File: src/rtl/prog_seq_pkg.sv
// Shared state encoding and default parameters for the program run sequencer.
package prog_seq_pkg;

  typedef enum logic [2:0] {
    IDLE,
    RESET_CORE,
    START,
    RUN,
    DONE
  } seq_state_t;

  localparam int DEF_NUM_PROGS      = 3;
  localparam int DEF_RESET_CYCLES   = 2;
  localparam int DEF_START_CYCLES   = 1;
  localparam int DEF_CNT_W          = 16;
  localparam int DEF_TIMEOUT_CYCLES = 16'hFFFF;

endpackage

File: src/rtl/prog_sequencer_cycle_timer.sv
// Up-counter with synchronous clear (priority over enable) and equality compare against term.
// hit is combinational from the registered count; no flow control.
module cycle_timer #(
  parameter int CNT_W = 16
) (
  input  logic             clk,
  input  logic             rst_n,
  input  logic             clr,
  input  logic             en,
  input  logic [CNT_W-1:0] term,
  output logic [CNT_W-1:0] count,
  output logic             hit
);

  always_ff @(posedge clk or negedge rst_n) begin
    if (!rst_n) begin
      count <= '0;
    end else if (clr) begin
      count <= '0;
    end else if (en) begin
      count <= count + CNT_W'(1);
    end
  end

  assign hit = (count == term);

endmodule

File: src/rtl/prog_sequencer.sv
// Drives core Reset/Start, times each run until CoreAck or timeout, optionally auto-runs all programs.
// Outputs decode from registered state only; Go is taken in IDLE alone, Abort wins everywhere.
module prog_sequencer
  import prog_seq_pkg::*;
#(
  parameter int NUM_PROGS      = DEF_NUM_PROGS,
  parameter int RESET_CYCLES   = DEF_RESET_CYCLES,
  parameter int START_CYCLES   = DEF_START_CYCLES,
  parameter int CNT_W          = DEF_CNT_W,
  parameter int TIMEOUT_CYCLES = DEF_TIMEOUT_CYCLES,
  parameter int PW             = (NUM_PROGS > 1) ? $clog2(NUM_PROGS) : 1
) (
  input  logic             Clk,
  input  logic             Reset_n,
  input  logic             Go,
  input  logic             RunAll,
  input  logic [PW-1:0]    ProgSel,
  input  logic             Abort,
  input  logic             CoreAck,
  output logic             CoreReset,
  output logic             CoreStart,
  output logic [PW-1:0]    ProgIdx,
  output logic             Busy,
  output logic             Done,
  output logic             Timeout,
  output logic [CNT_W-1:0] CycleCount
);

  localparam logic [PW-1:0]    LAST_IDX  = PW'(NUM_PROGS - 1);
  localparam logic [CNT_W-1:0] RST_TERM  = CNT_W'(RESET_CYCLES - 1);
  localparam logic [CNT_W-1:0] STRT_TERM = CNT_W'(START_CYCLES - 1);
  localparam logic [CNT_W-1:0] TO_TERM   = CNT_W'(TIMEOUT_CYCLES);

  seq_state_t       state;
  seq_state_t       next_state;
  logic             mode_all;
  logic             tmr_clr;
  logic             tmr_hit;
  logic [CNT_W-1:0] tmr_term;
  logic [CNT_W-1:0] tmr_cnt;

  always_ff @(posedge Clk or negedge Reset_n) begin
    if (!Reset_n) begin
      state <= IDLE;
    end else begin
      state <= next_state;
    end
  end

  always_comb begin
    next_state = state;
    if (Abort) begin
      next_state = IDLE;
    end else begin
      case (state)
        IDLE:       if (Go) next_state = RESET_CORE;
        RESET_CORE: if (tmr_hit) next_state = START;
        START:      if (tmr_hit) next_state = RUN;
        RUN:        if (CoreAck || tmr_hit) next_state = DONE;
        DONE:       next_state = (mode_all && (ProgIdx < LAST_IDX)) ? RESET_CORE : IDLE;
        default:    next_state = IDLE;
      endcase
    end
  end

  always_comb begin
    CoreReset = 1'b1;
    CoreStart = 1'b0;
    Busy      = 1'b1;
    Done      = 1'b0;
    case (state)
      IDLE:       Busy = 1'b0;
      RESET_CORE: CoreReset = 1'b1;
      START: begin
        CoreReset = 1'b0;
        CoreStart = 1'b1;
      end
      RUN:        CoreReset = 1'b0;
      DONE:       Done = 1'b1;
      default:    Busy = 1'b0;
    endcase
  end

  // One timer serves every phase: the dwell terms are N-1 because the count starts at 0 on entry.
  always_comb begin
    tmr_term = '1;
    case (state)
      RESET_CORE: tmr_term = RST_TERM;
      START:      tmr_term = STRT_TERM;
      RUN:        tmr_term = TO_TERM;
      default:    tmr_term = '1;
    endcase
  end

  assign tmr_clr = (next_state != state) || (state == IDLE) || (state == DONE);

  cycle_timer #(
    .CNT_W(CNT_W)
  ) u_timer (
    .clk   (Clk),
    .rst_n (Reset_n),
    .clr   (tmr_clr),
    .en    (1'b1),
    .term  (tmr_term),
    .count (tmr_cnt),
    .hit   (tmr_hit)
  );

  always_ff @(posedge Clk or negedge Reset_n) begin
    if (!Reset_n) begin
      ProgIdx    <= '0;
      mode_all   <= 1'b0;
      CycleCount <= '0;
      Timeout    <= 1'b0;
    end else begin
      if ((state == IDLE) && Go && !Abort) begin
        mode_all <= RunAll;
        if (RunAll) begin
          ProgIdx <= '0;
        end else begin
          ProgIdx <= (ProgSel > LAST_IDX) ? LAST_IDX : ProgSel;
        end
      end
      // Ack outranks the timeout compare when both land in the same cycle.
      if ((state == RUN) && (next_state == DONE)) begin
        CycleCount <= tmr_cnt;
        Timeout    <= !CoreAck;
      end
      if ((state == DONE) && (next_state == RESET_CORE)) begin
        ProgIdx <= ProgIdx + PW'(1);
      end
    end
  end

endmodule

File: config.mk
export PLATFORM = sky130hd
export DESIGN_NAME = prog_sequencer
export DESIGN_NICKNAME = d
export VERILOG_FILES = /design/src/rtl/prog_seq_pkg.sv /design/src/rtl/prog_sequencer_cycle_timer.sv /design/src/rtl/prog_sequencer.sv
export SDC_FILE = /design/constraint.sdc
export NUM_CORES = 1
export LEC_CHECK = 0
export ABC_AREA = 1
export CAP_MARGIN = 10
export CORE_MARGIN = 2
export CORE_UTILIZATION = 25
export DETAILED_ROUTE_END_ITERATION = 8
export SLEW_MARGIN = 20
export SYNTH_ARGS = -nofsm -noshare
export SYNTH_HDL_FRONTEND = slang
export SYNTH_SLANG_ARGS = --single-unit
File: constraint.sdc
create_clock -name Clk -period 3.4 [get_ports Clk]
set_input_delay 0.51 -clock Clk [delete_from_list [all_inputs] [get_ports Clk]]
set_output_delay 0.51 -clock Clk [all_outputs]
set_load 0.01 [all_outputs]
==> flow_metrics.env, run 1 <==
export IMPL_cts_root_buf="clkbuf_8"
export IMPL_ys_warnings_count=0
export IMPL_arrival_ps=1830
export IMPL_worst_path_stages=6
export IMPL_yosys_area_share_simple=0.3057
export IMPL_vias_per_cell=4.286
export IMPL_clock_fmax_mhz=428.1
export IMPL_path_delay_family="buffers and inverters"
export IMPL_cts_buffer_depth=2
export IMPL_p_leak_nw=1.041
export IMPL_async_flop_share=1.000
export IMPL_wirelength_mm=3.923
export IMPL_final_cells=371
export IMPL_holdBufCountCts=0
export IMPL_grt_pass1_wl_mm=6.934
export IMPL_p_switching_uw=239.7
export IMPL_synth_compound_area_frac=0.07174
export IMPL_swShare=0.2590
export IMPL_tightest_slew_ps=842.3
export IMPL_grt_total_usage=0.09794
export IMPL_cts_sinks=39
export IMPL_cts_buffers_inserted=5
export IMPL_rsz0062_at_grt="false"
export IMPL_ctsResizeCount=0
export IMPL_path_buf_inv=3
export IMPL_fillers=836
export IMPL_place_inst=364
export IMPL_antenna_found_initial=0
export IMPL_final_util=0.3206
export IMPL_seq_area_um2=975.9
export IMPL_drc_errors=0
export IMPL_drv_cap=0
export IMPL_synth_edf_count=0
export IMPL_synth_ff_type="dfrtp_1"
export IMPL_first_global_vias=1557
export IMPL_power_total_uw=925.4
export IMPL_p_comb_frac=0.134
export IMPL_hold_slack_ps=317.3
export IMPL_area_growth_syn_to_layout_pct=24.14
export IMPL_multiInputGateArea_um2=857.1
export IMPL_hp_class="in2async"
export IMPL_wl_per_cell_um=10.57
export IMPL_layout_drive_gt1_share=0.1301
export IMPL_clk_pin_slew_worst_paths_ps=70
export IMPL_postSynthCellCount=236
export IMPL_synth_top_area_share=0.4866
export IMPL_synth_area_um2=2006
export IMPL_crit_type="reg2out"
export IMPL_syn_num_nets=245
export IMPL_synth_most_common_cell="nand2_1"
export IMPL_vias=1590
export IMPL_reg2reg_slack_ps=1390
export IMPL_grt_overflow_total=0
export IMPL_die_x_um=93.57
export IMPL_htreeDepth=2
export IMPL_r2r_start="u_timer.count[10]"
export IMPL_crit_slowest_cell="clkdlybuf4s50_1"
export IMPL_synthMuxAreaShare=0
export IMPL_synth_top_area_cell="dfrtp_1"
export IMPL_rows=32
export IMPL_diodes=0
export IMPL_worstPathCellList="nor2_1 -> inv_1 -> nor2_1 -> inv_1 -> nand3_1 -> clkdlybuf4s50_1"
export IMPL_critPathRequiredTime_ps=2890
export IMPL_finalCritPeriodShare=0.6870
export IMPL_reg2reg_to="u_timer.count[0]"
export IMPL_grt_max_degree=40
export IMPL_dieArea_um2=8755
export IMPL_finalMaxSlewViolations=0
export IMPL_synthXorXnorAreaFrac=0.04367
export IMPL_drt_initial_drc_count=79
export IMPL_cts_tree="yes"
export IMPL_core_um2=7767
export IMPL_reg2reg_depth=12
export IMPL_port_buffers=30
export IMPL_avgSynthCellArea_um2=8.499
export IMPL_cts_setup_buffers=0
export IMPL_die_h_um=93.57
export IMPL_seq_power_share=0.531
export IMPL_critPathMaxStageDelay_ps=530
export IMPL_finalCriticalPeriod_ps=2336
export IMPL_fin_skew_ps=7.001
export IMPL_insertion_delay_ps=290
export IMPL_intPower_uw=685.7
export IMPL_clkPwrFrac=0.334
export IMPL_final_hold_viol_count=0
export IMPL_nets=278
export IMPL_synth_seq_cells=39
export IMPL_synth_fa_ha_area_frac=0.006238
export IMPL_hpwl_mm=2.919
export IMPL_status="completed"
export IMPL_initial_core_util=0.2582
export IMPL_worstPathMaxFanout=6
export IMPL_peakVddDrop_uv=143.5
export IMPL_cp_start_kind="flop"
export IMPL_ios=31
export IMPL_ys_top_cells_by_area="dfrtp_1 49%, nand2_1 9.4%, inv_1 6.4%, o21ai_0 5.2%, nor3_2 5.0%"
export IMPL_gp_congestion=0.8144
export IMPL_tns_ps=0
export IMPL_drt_first_pass_iters=4
export IMPL_slew_limit_headroom=0.4385
export IMPL_synth_top_family_by_area="simple AND/OR/NAND/NOR gates"
export IMPL_cellPowerDensity_nw_per_um2=371.7
export IMPL_synth_seq_area_share=0.4866
export IMPL_crit_path_end_kind="output pin"
export IMPL_yosysUniqueCellTypes=26
export IMPL_antenna_left=0
export IMPL_setup_viol=0
export IMPL_yosys_top_cells_count="50 x nand2_1, 39 x dfrtp_1, 34 x inv_1, 21 x o21ai_0, 19 x nor2_1"
==> cell families (layout without fill, tap and decap cells) <==
kind of cell / count (synthesis) / in the layout
AOI/OAI and AO/OA: 26 / 26
xor gates and xnor gates: 10 / 10
adders and majority gates: 1 / 1
buffers and inverters: 42 / 75
DFF: 39 / 39
and+or+nand+nor: 118 / 118
==> layout by cell type, fill, tap and decap left out, types with 2 or more instances in the layout <==
cell	instances
nor2_1	19
nand3b_1	2
nor3_2	10
nand2_2	4
nand2_1	50
nor3_1	6
clkbuf_8	6
o21ai_0	21
nor2_4	2
inv_2	3
xor2_1	9
nor2_2	2
inv_1	34
nand3_2	3
clkdlybuf4s50_1	29
nand4_1	5
dfrtp_1	39
nand3_1	14
==> through the flow <==
stage	worst slack, ps	cell area (µm²)
floorplan	1655	2006
finish	1064	2490
global placement	1333	2402
global route	911.1	2490
CTS	1066	2490
detailed placement	1287	2402
==> layout make-up <==
| class | instances | share of cell area |
|---|---|---|
| clock buffer | 6 | 0.03317 |
| clock inverter | 1 | 0.002010 |
| multi-input combinational | 155 | 0.3442 |
| sequential | 39 | 0.3920 |
| inverter | 37 | 0.05578 |
| timing repair buffer | 31 | 0.1216 |
| tap | 102 | 0.05126 |
==> sequential cells by signal, indices dropped and copies added (netlist names) <==
name	count
CycleCount	16
ProgIdx	2
Timeout	1
mode_all	1
state	3
u_timer.count	16
==> power by group through the flow <==
stage	registers (mW)	clock network (mW)	logic, mW
4_1_cts	0.492	0.323	0.127
3_3_place_gp	0.500	0	0.126
3_5_place_dp	0.501	0	0.127
6_report	0.492	0.309	0.124
5_1_grt	0.493	0.345	0.140
2_1_floorplan	0.502	0	0.0778
==> per-layer routing <==
metal	routed length, µm	vias up	global-route usage
met5	0	-	0
met4	59	0	0.03623
met3	107	5	0.01692
met2	1987	24	0.1691
met1	1769	745	0.1223
li1	-	816	-
==> worst max-delay path by stage <==
stage / startpoint / end / slack, ps
2_1_floorplan: state[2] / u_timer.count[7] / 1660
3_3_place_gp: Go / u_timer.count[3] / 1330
3_5_place_dp: Go / u_timer.count[2] / 1290
4_1_cts: state[0] / Busy / 1070
5_1_grt: state[0] / Busy / 910
6_report: state[0] / Busy / 1060
No activity file was read; power rests on OpenSTA's default activity.
==> run 2: changes to the inputs <==
clock period = 2.3 ns   (was 3.4 ns; I/O delays follow)
==> run 2 against run 1 <==
Compared with the run above:
- sequential power up 48%
- register-to-register slack worse by 1000 ps
- clock skew up 2.7 ps
- wire length up 6.0%
- hold slack worse by 160 ps
- clock power up 92%
- non-clock buffer count up 1
- flip-flop and latch count unchanged
- first-iteration DRC count down 13%
- die area unchanged
- worst setup slack worse by 910 ps
==> flow_metrics.env, run 2 (same netlist as run 1, synthesis figures left out) <==
export IMPL_tns_ps=0
export IMPL_clkPwrFrac=0.394
export IMPL_crit_slowest_cell="clkdlybuf4s50_1"
export IMPL_rows=32
export IMPL_power_total_mw=1.505
export IMPL_port_buffers=30
export IMPL_critPathRequiredTime_ps=1960
export IMPL_grt_overflow_total=0
export IMPL_initial_core_util=0.2582
export IMPL_grt_max_degree=40
export IMPL_arrival_ps=1800
export IMPL_wl_per_cell_um=11.14
export IMPL_final_cells=373
export IMPL_finalMaxSlewViolations=0
export IMPL_cts_setup_buffers=0
export IMPL_die_h_um=93.57
export IMPL_drt_first_pass_iters=4
export IMPL_cts_buffer_depth=2
export IMPL_drv_cap=0
export IMPL_area_growth_syn_to_layout_pct=26.20
export IMPL_placed_area_um2=2410
export IMPL_largestRegisters="CycleCount: 16 flops, u_timer.count: 16 flops, state: 3 flops"
export IMPL_tightest_slew_ps=864.9
export IMPL_p_comb_frac=0.124
export IMPL_cts_tree="yes"
export IMPL_place_inst=365
export IMPL_clock_fmax_mhz=465.8
export IMPL_htreeDepth=2
export IMPL_hpwl_mm=3.090
export IMPL_vias=1610
export IMPL_dieArea_um2=8755
export IMPL_cts_root_buf="clkbuf_8"
export IMPL_finalCritPeriodShare=0.9334
export IMPL_holdBufCountCts=0
export IMPL_crit_path_end_kind="output pin"
export IMPL_swShare=0.2496
export IMPL_crit_top_cell="inv_1"
export IMPL_final_hold_viol_count=0
export IMPL_fillers=852
export IMPL_worstPathMaxFanout=6
export IMPL_gp_congestion=0.8451
export IMPL_core_um2=7767
export IMPL_finalCriticalPeriod_ps=2147
export IMPL_grt_total_usage=0.1050
export IMPL_fin_ws_ps=153.3
export IMPL_layout_commonest_cell="nand2_1"
export IMPL_seq_power_share=0.483
export IMPL_first_global_vias=1678
export IMPL_intPower_mw=1.130
export IMPL_crit_type="reg2out"
export IMPL_antenna_left=0
export IMPL_layout_drive_gt1_share=0.1439
export IMPL_p_switching_uw=375.7
export IMPL_drc_errors=0
export IMPL_grt_pass1_wl_mm=7.458
export IMPL_hp_class="in2async"
export IMPL_ios=31
export IMPL_cp_start_kind="flop"
export IMPL_wirelength_mm=4.157
export IMPL_final_util=0.3259
export IMPL_setup_viol=0
export IMPL_die_x_um=93.57
export IMPL_fin_skew_ps=9.687
export IMPL_hold_slack_ps=156.5
export IMPL_antenna_found_initial=0
export IMPL_diodes=0
export IMPL_cellPowerDensity_nw_per_um2=594.8
export IMPL_clk_pin_slew_worst_paths_ps=80
export IMPL_ctsResizeCount=0
export IMPL_worstPathCellList="nor2_1 -> inv_1 -> nor2_2 -> inv_1 -> nand3_1 -> clkdlybuf4s50_1"
export IMPL_cts_sinks=39
export IMPL_status="completed"
export IMPL_cts_buffers_inserted=5
export IMPL_drt_initial_drc_count=69
export IMPL_vias_per_cell=4.316
export IMPL_p_leak_nw=1.059
export IMPL_place_ws_ps=311.9
export IMPL_critPathMaxStageDelay_ps=540
export IMPL_slew_limit_headroom=0.4234
export IMPL_peakVddDrop_uv=240.1
export IMPL_nets=279
export IMPL_insertion_delay_ps=300
export IMPL_final_cell_area_um2=2531
export IMPL_rsz0062_at_grt="false"
export IMPL_final_cell_mix="50 x nand2_1, 38 x dfrtp_1, 34 x inv_1, 29 x clkdlybuf4s50_1, 21 x o21ai_0"
==> run 2: changes by cell type in the layout (fill, tap and decap cells not counted) <==
cell,change
nor2_2,+1
dfrtp_1,-1
nor2_1,-1
dfrtp_2,+1
bufinv_16,+1
buf_4,+1
==> run 2: critical path, delay by kind of cell, from the launching register on <==
family	cells	cell delay, ps
flip-flops	1	460
AND/OR/NAND/NOR	3	340
buffers and inverters	3	700
==> run 2: power groups by stage <==
stage	Combinational, mW	Clock [mW]	Sequential (mW)
floorplan	0.115	0	0.742
global placement	0.186	0	0.739
detailed placement	0.189	0	0.741
CTS	0.189	0.609	0.727
global route	0.210	0.635	0.731
finish	0.186	0.592	0.727
==> run 2: final timing paths <==
| kind | start | end | slack, ps | cells past startpoint |
|---|---|---|---|---|
| worst min-delay path | Reset_n | CycleCount[0] | 160 | 1 |
| min in group Clk | CycleCount[5] | CycleCount[5] | 490 | 2 |
| worst max-delay path | state[0] | Busy | 150 | 6 |
| worst min register to register | CycleCount[5] | CycleCount[5] | 490 | 2 |
| max in group asynchronous | Reset_n | state[0] | 1550 | 1 |
| worst max register to register | state[1] | u_timer.count[0] | 350 | 11 |
==> run 2: layout make-up <==
class	instances	area (µm²)	area share
tap	102	127.6	0.05042
inverter	37	138.9	0.05487
clock buffer	6	82.58	0.03262
multi-input combinational	155	859.6	0.3396
timing repair buffer	32	310.3	0.1226
clock inverter	2	35.03	0.01384
sequential	39	977.2	0.3861
==> run 2: layer usage <==
| metal | GRT usage | up-vias | part of all wire |
|---|---|---|---|
| li1 | - | 818 | - |
| met1 | 0.1333 | 754 | 0.45 |
| met2 | 0.1739 | 30 | 0.50 |
| met3 | 0.01773 | 8 | 0.028 |
| met4 | 0.04952 | 0 | 0.021 |
| met5 | 0 | - | 0 |
